<file path="config.mk">
export PLATFORM = sky130hd
export DESIGN_NAME = bcd_multi_counter
export DESIGN_NICKNAME = d
export VERILOG_FILES = /design/src/rtl/bcd_pkg.sv /design/src/rtl/bcd_digit.sv /design/src/rtl/bcd_multi_counter.sv
export SDC_FILE = /design/constraint.sdc
export NUM_CORES = 1
export LEC_CHECK = 0
export ABC_AREA = 1
export CORE_ASPECT_RATIO = 1.75
export CORE_MARGIN = 3
export CORE_UTILIZATION = 54
export DETAILED_ROUTE_END_ITERATION = 10
export PLACE_DENSITY = 0.95
export SYNTH_ARGS = -nofsm -noshare
export SYNTH_HDL_FRONTEND = slang
export SYNTH_SLANG_ARGS = --single-unit
</file>
<file path="constraint.sdc">
create_clock -name clk -period 4.7 [get_ports clk]
set_input_delay 0.94 -clock clk [delete_from_list [all_inputs] [get_ports clk]]
set_output_delay 0.94 -clock clk [all_outputs]
set_load 0.02 [all_outputs]
</file>
<file path="src/rtl/bcd_pkg.sv">
// Shared BCD constants and a nibble validity helper for the cascaded decade counter.
package bcd_pkg;

  localparam int         BCD_W   = 4;
  localparam logic [3:0] BCD_MAX = 4'd9;
  localparam logic [3:0] BCD_MIN = 4'd0;

  function automatic logic bcd_valid(input logic [BCD_W-1:0] nib);
    return (nib <= BCD_MAX);
  endfunction

endpackage

</file>
<file path="src/rtl/bcd_digit.sv">
// One decade: up/down step on carry-in, parallel load, terminal flag for the next stage.
module bcd_digit
  import bcd_pkg::*;
(
  input  logic             clk,
  input  logic             clear_,
  input  logic             up_i,
  input  logic             load_i,
  input  logic [BCD_W-1:0] load_val_i,
  input  logic             cin_i,
  output logic [BCD_W-1:0] digit_o,
  output logic [BCD_W-1:0] next_o,
  output logic             term_o
);

  logic [BCD_W-1:0] digit_q;
  logic [BCD_W-1:0] digit_d;

  // Next digit value: load wins over a carry-in step.
  always_comb begin
    digit_d = digit_q;
    if (load_i) begin
      digit_d = load_val_i;
    end else if (cin_i) begin
      if (up_i) begin
        digit_d = (digit_q == BCD_MAX) ? BCD_MIN : digit_q + 4'd1;
      end else begin
        digit_d = (digit_q == BCD_MIN) ? BCD_MAX : digit_q - 4'd1;
      end
    end else begin
      digit_d = digit_q;
    end
  end

  // Digit register, cleared asynchronously.
  always_ff @(posedge clk or negedge clear_) begin
    if (!clear_) begin
      digit_q <= BCD_MIN;
    end else begin
      digit_q <= digit_d;
    end
  end

  assign term_o  = up_i ? (digit_q == BCD_MAX) : (digit_q == BCD_MIN);
  assign digit_o = digit_q;
  assign next_o  = digit_d;

endmodule

</file>
<file path="src/rtl/bcd_multi_counter.sv">
// Cascaded BCD up/down counter with validated load, ripple-carry pulse, sticky match and
// invalid-load flags.
module bcd_multi_counter
  import bcd_pkg::*;
#(
  parameter int DIGITS = 4,
  parameter bit WRAP   = 1'b1
) (
  input  logic                    clk,
  input  logic                    clear_,
  input  logic                    enable,
  input  logic                    up,
  input  logic                    load,
  input  logic [BCD_W*DIGITS-1:0] data,
  input  logic [BCD_W*DIGITS-1:0] count_to,
  output logic [BCD_W*DIGITS-1:0] count,
  output logic                    rco,
  output logic                    done,
  output logic                    err
);

  logic [DIGITS-1:0]       term_s;
  logic [DIGITS-1:0]       cin_s;
  logic [BCD_W*DIGITS-1:0] count_s;
  logic [BCD_W*DIGITS-1:0] count_d;
  logic                    data_ok_s;
  logic                    load_ok_s;
  logic                    at_term_s;
  logic                    step_s;
  logic                    rco_q, rco_d;
  logic                    done_q, done_d;
  logic                    err_q, err_d;

  // Load is accepted only when every data nibble is a decimal digit.
  always_comb begin
    data_ok_s = 1'b1;
    for (int i = 0; i < DIGITS; i++) begin
      data_ok_s = data_ok_s & bcd_valid(data[i*BCD_W +: BCD_W]);
    end
  end

  assign load_ok_s = load & data_ok_s;
  assign at_term_s = &term_s;
  // In saturating mode the whole chain is frozen at terminal count.
  assign step_s    = enable & ~load & (WRAP | ~at_term_s);
  assign cin_s[0]  = step_s;

  genvar g;
  generate
    for (g = 0; g < DIGITS; g++) begin : g_digit
      if (g > 0) begin : g_chain
        assign cin_s[g] = cin_s[g-1] & term_s[g-1];
      end
      bcd_digit u_digit (
        .clk        (clk),
        .clear_     (clear_),
        .up_i       (up),
        .load_i     (load_ok_s),
        .load_val_i (data[g*BCD_W +: BCD_W]),
        .cin_i      (cin_s[g]),
        .digit_o    (count_s[g*BCD_W +: BCD_W]),
        .next_o     (count_d[g*BCD_W +: BCD_W]),
        .term_o     (term_s[g])
      );
    end
  endgenerate

  // Flag next-state; an invalid count_to can never equal a valid count.
  always_comb begin
    rco_d  = enable & ~load & at_term_s;
    err_d  = load & ~data_ok_s;
    done_d = (count_d == count_to) | (done_q & ~load);
  end

  // Flag registers.
  always_ff @(posedge clk or negedge clear_) begin
    if (!clear_) begin
      rco_q  <= 1'b0;
      done_q <= 1'b0;
      err_q  <= 1'b0;
    end else begin
      rco_q  <= rco_d;
      done_q <= done_d;
      err_q  <= err_d;
    end
  end

  assign count = count_s;
  assign rco   = rco_q;
  assign done  = done_q;
  assign err   = err_q;

endmodule

</file>
# After elaboration in Yosys (flattened, before gate mapping)
# Cells that the tools add are included.
# word_totals
romBits	0
latchBits	0
ram_bits	0
word_cells	67
memories	0
ff_bits	19
output_inout_bits	19
# classes
div	0
eq_ne	5
reduce_logical	5
shift	0
mul	0
bitwise_logic	14
muxes	24
n_addsub	8
magnitude_cmp	4
# op_table
cell	n
$mux 4	20
$add 4x1->4 const B	4
$eq 16x16->1	1
$eq 4x4->1 const B	4
$le 4x4->1 const B	4
$logic_not 4->1	4
$sub 4x1->4 const B	4
$and 1x1->1	11
$mux 1	4
$reduce_and 4->1	1
$not 1->1	2
$or 1x1->1	1

# Logic depth before layout (Yosys ltp)
# Gate-level depths: netlist of run 1.
# depth
word_depth	9
mapped_depth	18

# Modules after synthesis
# A second synthesis of run 1 with hierarchy kept.
# unflattened
hier_cells	332
area_unflattened_um2	1875.5
# modules_own_cells
mod	cells_per_inst	area_each_um2	n_inst	seq_area_each_um2
bcd_digit	55	339.1	4	100.1
bcd_multi_counter	112	519.2	1	75.1

# Worst setup path after synthesis of run 1
# OpenSTA, ideal clock, no wires.
# synth_timing
path_kind	input port to flip-flop
startpoint	in data[1]
endpoint	reg done_q (netlist: done)
n_path_buf	2
setup_ns	0.117
path_slack_ns	2.431
cell_stages	13
arrival_time_ns	2.152
cell_sequence	o21ai_0 > nand2_1 > nor2_2 > nand2_1 > buf_6 > buf_8 > or2_2 > nand3_1 > nand2_1 > nand2_1 > nor2_1 > nand3_1 > nand2_1
# synth_via
elab_chain_cells	8
# synth_rtl
element	line	text
start: declaration	bcd_multi_counter.sv:14	input logic [BCD_W*DIGITS-1:0] data,
$le 4x4->1	bcd_pkg.sv:9	return (nib <= BCD_MAX);
$and 1x1->1 (3 in series)	bcd_multi_counter.sv:38	data_ok_s = data_ok_s & bcd_valid(data[i*BCD_W +: BCD_W]);
$and 1x1->1	bcd_multi_counter.sv:42	assign load_ok_s = load & data_ok_s;
$mux 4	bcd_digit.sv:22	if (load_i) begin
$eq 16x16->1 *	bcd_multi_counter.sv:72	done_d = (count_d == count_to) | (done_q & ~load);
$or 1x1->1 *	bcd_multi_counter.sv:72	
named net done_d	bcd_multi_counter.sv:31	logic done_q, done_d;
end signal: assignment	bcd_multi_counter.sv:83	done_q <= done_d;
end: declaration	bcd_multi_counter.sv:31	
# Mark *: on every way through the listed nets, which the timed path passes. The rest lies on a longest branch.

# Worst setup path in the final report of run 1
# layout_timing
startpoint	in up
endpoint	reg done_q (netlist: done)
# layout_via
elab_chain_cells	8
# layout_rtl
element	line	text
start: declaration	bcd_multi_counter.sv:12	input logic up,
$mux 1	bcd_digit.sv:44	assign term_o = up_i ? (digit_q == BCD_MAX) : (digit_q == BCD_MIN);
$and 1x1->1 (3 in series)	bcd_multi_counter.sv:52	assign cin_s[g] = cin_s[g-1] & term_s[g-1];
$mux 4	bcd_digit.sv:24	end else if (cin_i) begin
$mux 4	bcd_digit.sv:22	
$eq 16x16->1 *	bcd_multi_counter.sv:72	
$or 1x1->1 *	bcd_multi_counter.sv:72	
named net done_d	bcd_multi_counter.sv:31	
# Marks and branches as above.

==> impl_results.md, run 1 <==
* Initial antenna violation count at 0
* First-pass GRT wire length at 9949 um
* Setup TNS at 0 ns
* Cell area after synthesis at 2211 um^2
* Synth top area share at 0.2326
* Crit start category: primary input
* CTS Hold Bufs at 0
* H-tree depth at 1
* Post-synthesis register bit count at 19
* Sequential area share after synthesis at 0.2151
* Post-synth EDFFs at 0
* Post-CTS setup buffer count at 0
* Vias in the first global route at 2471
* GRT overflow at 0
* DIE HEIGHT at 90.65 um
* Post_cts resized at 0
* M1 WL at 2166 um
* Placed cells at 466
* Final Max Tran Viols at 0
* DP Worst Slack at 1.221 ns
* Post-Synth Adder-Cell Area at 0.05093
* Leading cell type in the layout, fill and taps excluded: nand2_1
* Post-route non-filler standard cell count at 470
* Hold_sp: done$_DFF_PN0_
* Worst setup margin at 1.459 ns
* Reg clk slew, reported paths at 0.08 ns
* DR WL/cell at 13.09 um
* Area Overhead vs Synth at 26.94%
* Final nets at 469
* Area of the core at 3904 um^2
* Root buffer cell: clkbuf_8
* Dpl hpwl at 4904 um
* Critical path startpoint: up
* CTS tree: built
* WS Path Type: primary input to flop
* Post-Synth Simple-Gate Area at 0.5467
* IO buf count at 55
* DRC errors left at 0
* Chip Width at 54.37 um
* Pin slew with the least headroom to its limit at 0.9143 ns
* Part of the cycle the worst path needs at 0.6896
* Largest net degree at the start of global routing at 30
* ANT nets after route at 0
* DR vias at 2570
* N_diodes at 0
* Routed WL at 6153 um
* Hold crit path type: flop to flop
* XOR/XNOR Fraction of Synth Area at 0.01585
* Slew Limit Headroom at 0.3886
* Complex-gate fraction of the synthesized area at 0.05263
* Num CTS Buffers at 3
* CTS Buffer Depth at 2
* Mean area per synthesized cell at 5.992 um^2
* Max VDD drop at 0.3367 mV
* Vias/cell at 5.468
* Drt pass-1 iters at 5
* Fin. Hold Viols at 0
* Clock skew at 0.007300 ns
* Post-route minimum period at 3.241 ns
* Met3 Wirelength at 452 um
* FF-to-FF Start: g_digit[1].u_digit.digit_o[0]$_DFF_PN0_
* GR Util All Layers at 0.2630
* # rows at 30
* Synth Warn # at 0
* Number of I/O pins at 56
* Yosys top cell by area: nand2_1
* Fmax at 308.6 MHz
* Setup Viol. Count Final at 0
* Die area at 4928 um^2
* Cells after synthesis at 369
* Max Cap Viol at 0
* Clock sinks at 19
* Largest cells by area after synthesis: nand2_1 23%, dfrtp_1 22%, nand3_1 14%, inv_1 7.5%, ha_1 5.1%
* Share of post-route cells with drive strength above 1 at 0.09716
* Run status: complete, no violations
* Clock Latency Late Sink at 0.27 ns
* Required time of the critical path at 4.91 ns
* Iteration-0 DRC Markers at 80
* Mux share of post-synthesis cell area at 0
* Synth Flop Type: dfrtp_1
* Leakage at 1.532 nW
* Fill count at 334
* Initial Util at 0.5663
* Gpl congestion at 0.8432
* Hold_ws at 0.5296 ns
* Crit-path max FO at 11
* RSZ-0062 raised after global routing: false
* Commonest non-fill, non-tap cells in the layout: 137 x nand2_1, 63 x nand3_1, 55 x clkdlybuf4s50_1, 44 x inv_1, 21 x nor2_1
* FFs w/ async S/R, synth at 1.000
* Syn nets at 415
* Crit end category: flop
* Synth cell types at 32
* WP data arrival at 3.45 ns
* Main combinational cell family by area after synthesis: simple AND/OR/NAND/NOR gates
* DR WL met2 at 3289 um
* Fin util at 0.7189
* Pwr Density at 401.3 nW/um^2
* DR top layer: met4
[worst max-delay path, stage by stage]
cell and delay (ns):
clkdlybuf4s50_1 0.78, inv_1 0.36, nand2_2 0.20, nand3_2 0.18, nor2_4 0.24, nand3_1 0.12
nand2_1 0.12, nand3b_1 0.08, nand2_1 0.08, nand2_1 0.05, nor2_1 0.13, nand3_1 0.10
nand2_1 0.06
[metrics by stage]
step	total power [W]	area, um^2
floorplan	0.0007638	2211
global placement	0.0009727	2761
detailed placement	0.0009975	2761
CTS	0.001119	2806
global route	0.001220	2806
finish	0.001126	2806
[flip-flops by register name, summed over array words and instances, names as in the netlist]
register / count
done: 1
err: 1
g_digit.u_digit.digit_o: 16
rco: 1
[cell families (layout without fill, tap and decap cells)]
| logic type | Yosys count | in the layout |
|---|---|---|
| and+or+nand+nor | 259 | 259 |
| buffers and inverters | 59 | 112 |
| AOI/OAI and AO/OA | 19 | 19 |
| DFF | 19 | 19 |
| adders and majority gates | 9 | 9 |
| xor gates and xnor gates | 4 | 4 |
[cell type report]
class	count	area, um^2	area share
multi-input cells	291	1473	0.5247
repair buffers	56	558.0	0.1988
flip-flops and latches	19	475.5	0.1694
inverters	52	195.2	0.06955
well taps	48	60.06	0.02140
clock buffers	4	45.04	0.01605
[path summary, 6_finish.rpt]
path | endpoint | slack, ns | cells after the start
worst min-delay path | done$_DFF_PN0_ | 0.53 | 2
max in group asynchronous | g_digit[1].u_digit.digit_o[0]$_DFF_PN0_ | 2.95 | 1
worst max-delay path | done$_DFF_PN0_ | 1.46 | 13
worst max register to register | done$_DFF_PN0_ | 2.46 | 16
worst min register to register | done$_DFF_PN0_ | 0.53 | 2
min in group asynchronous | rco$_DFF_PN0_ | 1.18 | 1
[cell usage after synthesis (2+ instances only)]
library cell,n
nor2_1,21
nand2_1,137
or2_1,2
nand3_2,5
dfrtp_1,19
nand2_4,2
a21oi_2,2
nand3b_1,3
inv_1,44
or2_2,6
nand4_1,5
xor2_1,4
nand3_1,63
nand2_2,7
nor2_2,3
buf_4,3
ha_1,9
inv_2,8
o211ai_1,3
o21ai_0,11
[layer usage]
layer  GRT usage  vias to the layer above
met3     0.03140                       30
met4      0.1372                        0
met5           0                        -
li1            -                     1278
met2      0.4800                      124
met1      0.2674                     1138
[report_power, final]
group | leakage [nW] | switching (W) | internal, W
Combinational | 1.28 | 0.000406 | 0.000291
Sequential | 0.228 | 0.0000979 | 0.000210
Clock | 0.0228 | 0.0000602 | 0.0000606
Total | 1.53 | 0.000565 | 0.000562
(Power assumes the default switching activity.)
==> inputs of run 2 (changes only) <==
- CORE_UTILIZATION: 54 -> 45
- PLACE_DENSITY: 0.95 -> 0.88
- clock period: 4.7 -> 2.9 ns (I/O delays scaled with it)
==> impl_results.md, run 2 (synthesized netlist as in run 1, its figures left out) <==
* Run status: complete, no violations (unchanged)
* CTS Buffer Depth at 2 (unchanged)
* Num CTS Buffers at 3 (unchanged)
* Tot Pwr at 0.001808 W (was 0.001126 W)
* Dpl hpwl at 5040 um (was 4904 um)
* Crit-path max FO at 28 (was 11)
* WS Path Type: primary input to flop (unchanged)
* Max Cap Viol at 0 (unchanged)
* Die area at 5823 um^2 (was 4928 um^2)
* Vias/cell at 5.291 (was 5.468)
* WP data arrival at 2.63 ns (was 3.45 ns)
* Sw frac at 0.4958 (was 0.5013)
* GR Util All Layers at 0.2174 (was 0.2630)
* Largest net degree at the start of global routing at 29 (was 30)
* Reg clk slew, reported paths at 0.08 ns (about the same)
* Routed WL at 6163 um (was 6153 um)
* Largest register FFs at 16 (unchanged)
* Post-CTS setup buffer count at 0 (unchanged)
* Clock Latency Late Sink at 0.26 ns (was 0.27 ns)
* Required time of the critical path at 3.10 ns (was 4.91 ns)
* N_diodes at 0 (unchanged)
* Clock sinks at 19 (unchanged)
* DR vias at 2524 (was 2570)
* Combinational Power Share at 0.620 (was 0.619)
* Crit start category: primary input (unchanged)
* DP Worst Slack at 0.2222 ns (was 1.221 ns)
* Fin. Hold Viols at 0 (unchanged)
* Critical path buffers and inverters at 2 (unchanged)
* Fin util at 0.6021 (was 0.7189)
* Setup Viol. Count Final at 0 (unchanged)
* Sw Pwr at 0.0008965 W (was 0.0005645 W)
* DIE HEIGHT at 98.73 um (was 90.65 um)
* Final nets at 472 (was 469)
* CTS tree: built (unchanged)
* Crit end category: flop (unchanged)
* Max VDD drop at 0.4796 mV (was 0.3367 mV)
* Int Pwr at 0.0009119 W (was 0.0005617 W)
* Final Max Tran Viols at 0 (unchanged)
* Post-route minimum period at 2.428 ns
* DR WL/cell at 12.92 um (was 13.09 um)
* Clock skew at 0.005022 ns (was 0.007300 ns)
* # rows at 33 (was 30)
* Hold_ws at 0.5713 ns (was 0.5296 ns)
* Critical path's top delay family: simple AND/OR/NAND/NOR gates (unchanged)
* CP dominant cell by count: nand2_1 (unchanged)
* Hold_sp: done$_DFF_PN0_ (unchanged)
* Root buffer cell: clkbuf_8 (unchanged)
* Chip Width at 58.99 um (was 54.37 um)
* Crit path largest cell delay at 0.43 ns (was 0.78 ns)
* Area Overhead vs Synth at 28.18% (was 26.94%)
* FF-to-FF Start: g_digit[1].u_digit.digit_o[0]$_DFF_PN0_ (unchanged)
* CTS Hold Bufs at 0 (unchanged)
* Initial Util at 0.4697 (was 0.5663)
* Initial antenna violation count at 0 (unchanged)
* ANT nets after route at 0 (unchanged)
* H-tree depth at 1 (unchanged)
* First-pass GRT wire length at 9991 um (was 9949 um)
* Worst path slowest cell: clkdlybuf4s50_1 (unchanged)
* Leading cell type in the layout, fill and taps excluded: nand2_1 (unchanged)
* Hold crit path type: flop to flop (unchanged)
* Share of post-route cells with drive strength above 1 at 0.1035 (was 0.09716)
* Vias in the first global route at 2401 (was 2471)
* Clock power share at 0.106 (was 0.107)
* DRC errors left at 0 (unchanged)
* Drt pass-1 iters at 5 (unchanged)
* Crit path cell chain: clkdlybuf4s50_1, o21ai_0, nand2_1, nor2_2, nand2_1, buf_4, or2_2, nand2_1, nand2_1, nand2_1, nand2_1, nor2_1, nand3_1, nand2_1 (was clkdlybuf4s50_1, inv_1, nand2_2, nand3_2, nor2_4, nand3_1, nand2_1, nand3b_1, nand2_1, nand2_1, nor2_1, nand3_1, nand2_1)
* Number of I/O pins at 56 (unchanged)
* Worst setup margin at 0.4721 ns (was 1.459 ns)
* Post_cts resized at 0 (unchanged)
* Part of the cycle the worst path needs at 0.8372
* Slew Limit Headroom at 0.7014 (was 0.3886)
* IO buf count at 55 (unchanged)
* Gpl congestion at 0.9159 (was 0.8432)
* RSZ-0062 raised after global routing: false (unchanged)
* GRT overflow at 0 (unchanged)
* Area of the core at 4707 um^2 (was 3904 um^2)
* Pwr Density at 638.1 nW/um^2 (was 401.3 nW/um^2)
* Commonest non-fill, non-tap cells in the layout: 137 x nand2_1, 63 x nand3_1, 55 x clkdlybuf4s50_1, 44 x inv_1, 21 x nor2_1 (unchanged)
* Setup TNS at 0 ns (unchanged)
* Sequential power share at 0.274 (about the same)
* Fmax at 411.9 MHz
* Leakage at 1.547 nW (was 1.532 nW)
* Iteration-0 DRC Markers at 106 (was 80)
* Critical path startpoint: data[10] (was up)
* Pin slew with the least headroom to its limit at 0.4474 ns (was 0.9143 ns)
-- run 2: area by class of cell --
class / count / area [um^2]
Multi-Input combinational cell: 291 / 1473
Fill cell: 468 / 1873
Tap cell: 52 / 65.06
Clock buffer: 4 / 45.04
Sequential cell: 19 / 475.5
Inverter: 52 / 195.2
Timing Repair Buffer: 59 / 580.6
-- run 2: final timing paths --
| kind | to | slack, ns | cells after the start |
|---|---|---|---|
| min in group asynchronous | g_digit[1].u_digit.digit_o[0]$_DFF_PN0_ | 0.66 | 2 |
| worst min register to register | done$_DFF_PN0_ | 0.57 | 2 |
| worst max register to register | done$_DFF_PN0_ | 0.71 | 16 |
| worst min-delay path | done$_DFF_PN0_ | 0.57 | 2 |
| worst max-delay path | done$_DFF_PN0_ | 0.47 | 14 |
| max in group asynchronous | g_digit[3].u_digit.digit_o[0]$_DFF_PN0_ | 2.01 | 2 |
-- run 2: power groups by stage --
| stage | logic (W) | registers [W] | clock network, W |
|---|---|---|---|
| 5_1_grt | 0.00125 | 0.000514 | 0.000203 |
| 3_5_place_dp | 0.00112 | 0.000497 | 0 |
| 6_report | 0.00112 | 0.000495 | 0.000192 |
| 2_1_floorplan | 0.000684 | 0.000554 | 0 |
| 3_3_place_gp | 0.00108 | 0.000496 | 0 |
| 4_1_cts | 0.00112 | 0.000493 | 0.000196 |
-- run 2: routing by layer --
| metal | up-vias | wire length, um | GRT usage |
|---|---|---|---|
| met5 | - | 0 | 0 |
| met4 | 0 | 243 | 0.1257 |
| met3 | 21 | 313 | 0.01835 |
| met2 | 97 | 3490 | 0.4157 |
| met1 | 1126 | 2115 | 0.2130 |
| li1 | 1280 | - | - |
-- run 2: worst register-to-register path: cells and delay by family, from the launching register on --
kind                       cells  cell delay [ns]
adders and majority gates      1             0.19
buffers and inverters          2             0.31
DFF                            1             0.45
and+or+nand+nor               13             1.17
-- run 2: through the flow --
step	cells	instance area [um^2]
final	477	2834
after floorplan	369	2211
after global placement	473	2789
after global routing	477	2834
after CTS	477	2834
after detailed placement	473	2789
==> inputs of run 3 (changes only) <==
- CORE_UTILIZATION: 45 -> 50
- PLACE_DENSITY: 0.88 -> 0.92
- clock period: 2.9 -> 2.5 ns (I/O delays scaled with it)
==> impl_results.md, run 3 (synthesized netlist as in run 1, its figures left out) <==
* Post_cts resized at 0 (unchanged)
* CTS tree: built (unchanged)
* Iteration-0 DRC Markers at 110 (was 106)
* Sink of the worst hold path: done$_DFF_PN0_ (unchanged)
* Flop2flop setup slack at 0.26 ns (was 0.71 ns)
* Slew Limit Headroom at 0.7635 (was 0.7014)
* Die area at 5287 um^2 (was 5823 um^2)
* Post-CTS setup buffer count at 0 (unchanged)
* GR Util All Layers at 0.2416 (was 0.2174)
* Worst r2r dst: done$_DFF_PN0_ (unchanged)
* Area of the multi-input gates at 1473 um^2 (unchanged)
* Part of the cycle the worst path needs at 0.9167
* Max VDD drop at 0.4894 mV (was 0.4796 mV)
* Initial antenna violation count at 0 (unchanged)
* Post-route minimum period at 2.292 ns
* Root buffer cell: clkbuf_8 (unchanged)
* Final Max Tran Viols at 0 (unchanged)
* Final nets at 482 (was 472)
* Pin slew with the least headroom to its limit at 0.3543 ns (was 0.4474 ns)
* Largest net degree at the start of global routing at 20 (was 29)
* Routed WL at 6086 um (was 6163 um)
* WP data arrival at 2.50 ns (was 2.63 ns)
* Chip Width at 56.27 um (was 58.99 um)
* IO buf count at 55 (unchanged)
* DIE HEIGHT at 93.97 um (was 98.73 um)
* Post-route non-filler standard cell count at 484 (was 477)
* DR vias at 2613 (was 2524)
* Run status: complete, no violations (unchanged)
* RSZ-0062 raised after global routing: false (unchanged)
* Hold crit path type: flop to flop (unchanged)
* Commonest non-fill, non-tap cells in the layout: 137 x nand2_1, 63 x nand3_1, 55 x clkdlybuf4s50_1, 44 x inv_1, 21 x nor2_1 (unchanged)
* First-pass GRT wire length at 10400 um (was 9991 um)
* Clock Latency Late Sink at 0.27 ns (was 0.26 ns)
* Final Cell Area at 2905 um^2 (was 2834 um^2)
* Worst R2R Path Depth at 14 (was 16)
* Reg clk slew, reported paths at 0.07 ns (was 0.08 ns)
* Required time of the critical path at 2.70 ns (was 3.10 ns)
* CTS Buffer Depth at 2 (unchanged)
* DP Area at 2860 um^2 (was 2789 um^2)
* Fmax at 436.3 MHz
* Area Overhead vs Synth at 31.41% (was 28.18%)
* Max Cap Viol at 0 (unchanged)
* Crit-path max FO at 16 (was 28)
* DP Worst Slack at -0.08848 ns (was 0.2222 ns)
* WS Path Type: primary input to flop (unchanged)
* Worst setup margin at 0.2082 ns (was 0.4721 ns)
* Clock sinks at 19 (unchanged)
* Largest register FFs at 16 (unchanged)
* Storage element area at 475.5 um^2 (unchanged)
* Leakage at 1.595 nW (was 1.547 nW)
* Num CTS Buffers at 3 (unchanged)
* Share of post-route cells with drive strength above 1 at 0.1241 (was 0.1035)
* FF-to-FF Start: g_digit[1].u_digit.digit_o[0]$_DFF_PN0_ (unchanged)
* Fin. Hold Viols at 0 (unchanged)
* DR WL/cell at 12.57 um (was 12.92 um)
* Setup Viol. Count Final at 0 (unchanged)
* Fill count at 367 (was 468)
* Number of I/O pins at 56 (unchanged)
* Pwr Density at 728.3 nW/um^2 (was 638.1 nW/um^2)
* Vias in the first global route at 2562 (was 2401)
* Clock skew at 0.004928 ns (was 0.005022 ns)
* Gpl congestion at 0.8805 (was 0.9159)
* Hold_sp: done$_DFF_PN0_ (unchanged)
* Drt pass-1 iters at 5 (unchanged)
* H-tree depth at 1 (unchanged)
* DRC errors left at 0 (unchanged)
* Leading cell type in the layout, fill and taps excluded: nand2_1 (unchanged)
* N_diodes at 0 (unchanged)
* ANT nets after route at 0 (unchanged)
* # rows at 31 (was 33)
* Hold depth at 2 (unchanged)
* Crit end category: flop (unchanged)
* CTS Hold Bufs at 0 (unchanged)
* Fin util at 0.6935 (was 0.6021)
* Area of the core at 4189 um^2 (was 4707 um^2)
* Crit start category: primary input (unchanged)
* Initial Util at 0.5278 (was 0.4697)
* GRT overflow at 0 (unchanged)
* Vias/cell at 5.399 (was 5.291)
* Dpl hpwl at 4952 um (was 5040 um)
* Placed cells at 480 (was 473)
[run 3: cell types whose count changed in the layout (fill, tap and decap cells not counted)]
| cell | delta |
|---|---|
| buf_4 | +10 |
| o21ai_0 | -2 |
| o21ai_1 | +2 |
[run 3: worst max-delay path: stages]
cell             delay, ns
clkdlybuf4s50_1       0.45
o21ai_0               0.21
nand2_1               0.09
nor2_2                0.10
nand2_1               0.08
buf_4                 0.21
or2_2                 0.28
nand3_1               0.08
nand2_1               0.06
nor2_1                0.09
nand2_1               0.07
nor2_1                0.12
nand3_1               0.10
nand2_1               0.06
[run 3: worst max path at each step]
| stage | from | to | slack (ns) | depth (start not counted) |
|---|---|---|---|---|
| after floorplan | g_digit[1].u_digit.digit_o[0]$_DFF_PN0_ | done$_DFF_PN0_ | 0.54 | 16 |
| after global placement | data[1] | done$_DFF_PN0_ | -0.03 | 14 |
| after detailed placement | data[9] | done$_DFF_PN0_ | -0.09 | 14 |
| after CTS | data[9] | done$_DFF_PN0_ | 0.19 | 14 |
| after global routing | up | done$_DFF_PN0_ | 0.03 | 16 |
| final | data[14] | done$_DFF_PN0_ | 0.21 | 14 |
[run 3: final cells by class]
cell class / instances / share of cell area
multi-input combinational: 291 / 0.5069
timing repair buffer: 69 / 0.2257
sequential: 19 / 0.1637
inverter: 52 / 0.06718
tap: 49 / 0.02110
clock buffer: 4 / 0.01550
[run 3: through the flow]
step                      TNS (ns)  power (W)  hold WS (ns)
final                            0   0.002116        0.5384
after global routing             0   0.002324        0.5466
after CTS                        0   0.002117        0.5248
after detailed placement  -0.08848   0.001884        0.5072
after global placement    -0.03114   0.001840        0.5135
after floorplan                  0   0.001436        0.2044
[run 3: power by group]
| group | switching, W | leakage, nW | internal (W) |
|---|---|---|---|
| logic | 0.000751 | 1.34 | 0.000560 |
| clock network | 0.000113 | 0.0228 | 0.000114 |
| registers | 0.000182 | 0.228 | 0.000395 |
| total | 0.00105 | 1.59 | 0.00107 |
[run 3: routing by layer]
| metal | part of all wire | routed length [um] | up-vias | global-route usage |
|---|---|---|---|---|
| met5 | 0 | 0 | - | 0 |
| met4 | 0.046 | 277 | 0 | 0.1386 |
| met3 | 0.044 | 265 | 26 | 0.02063 |
| met2 | 0.55 | 3350 | 87 | 0.4629 |
| met1 | 0.36 | 2193 | 1201 | 0.2485 |
| li1 | - | - | 1299 | - |
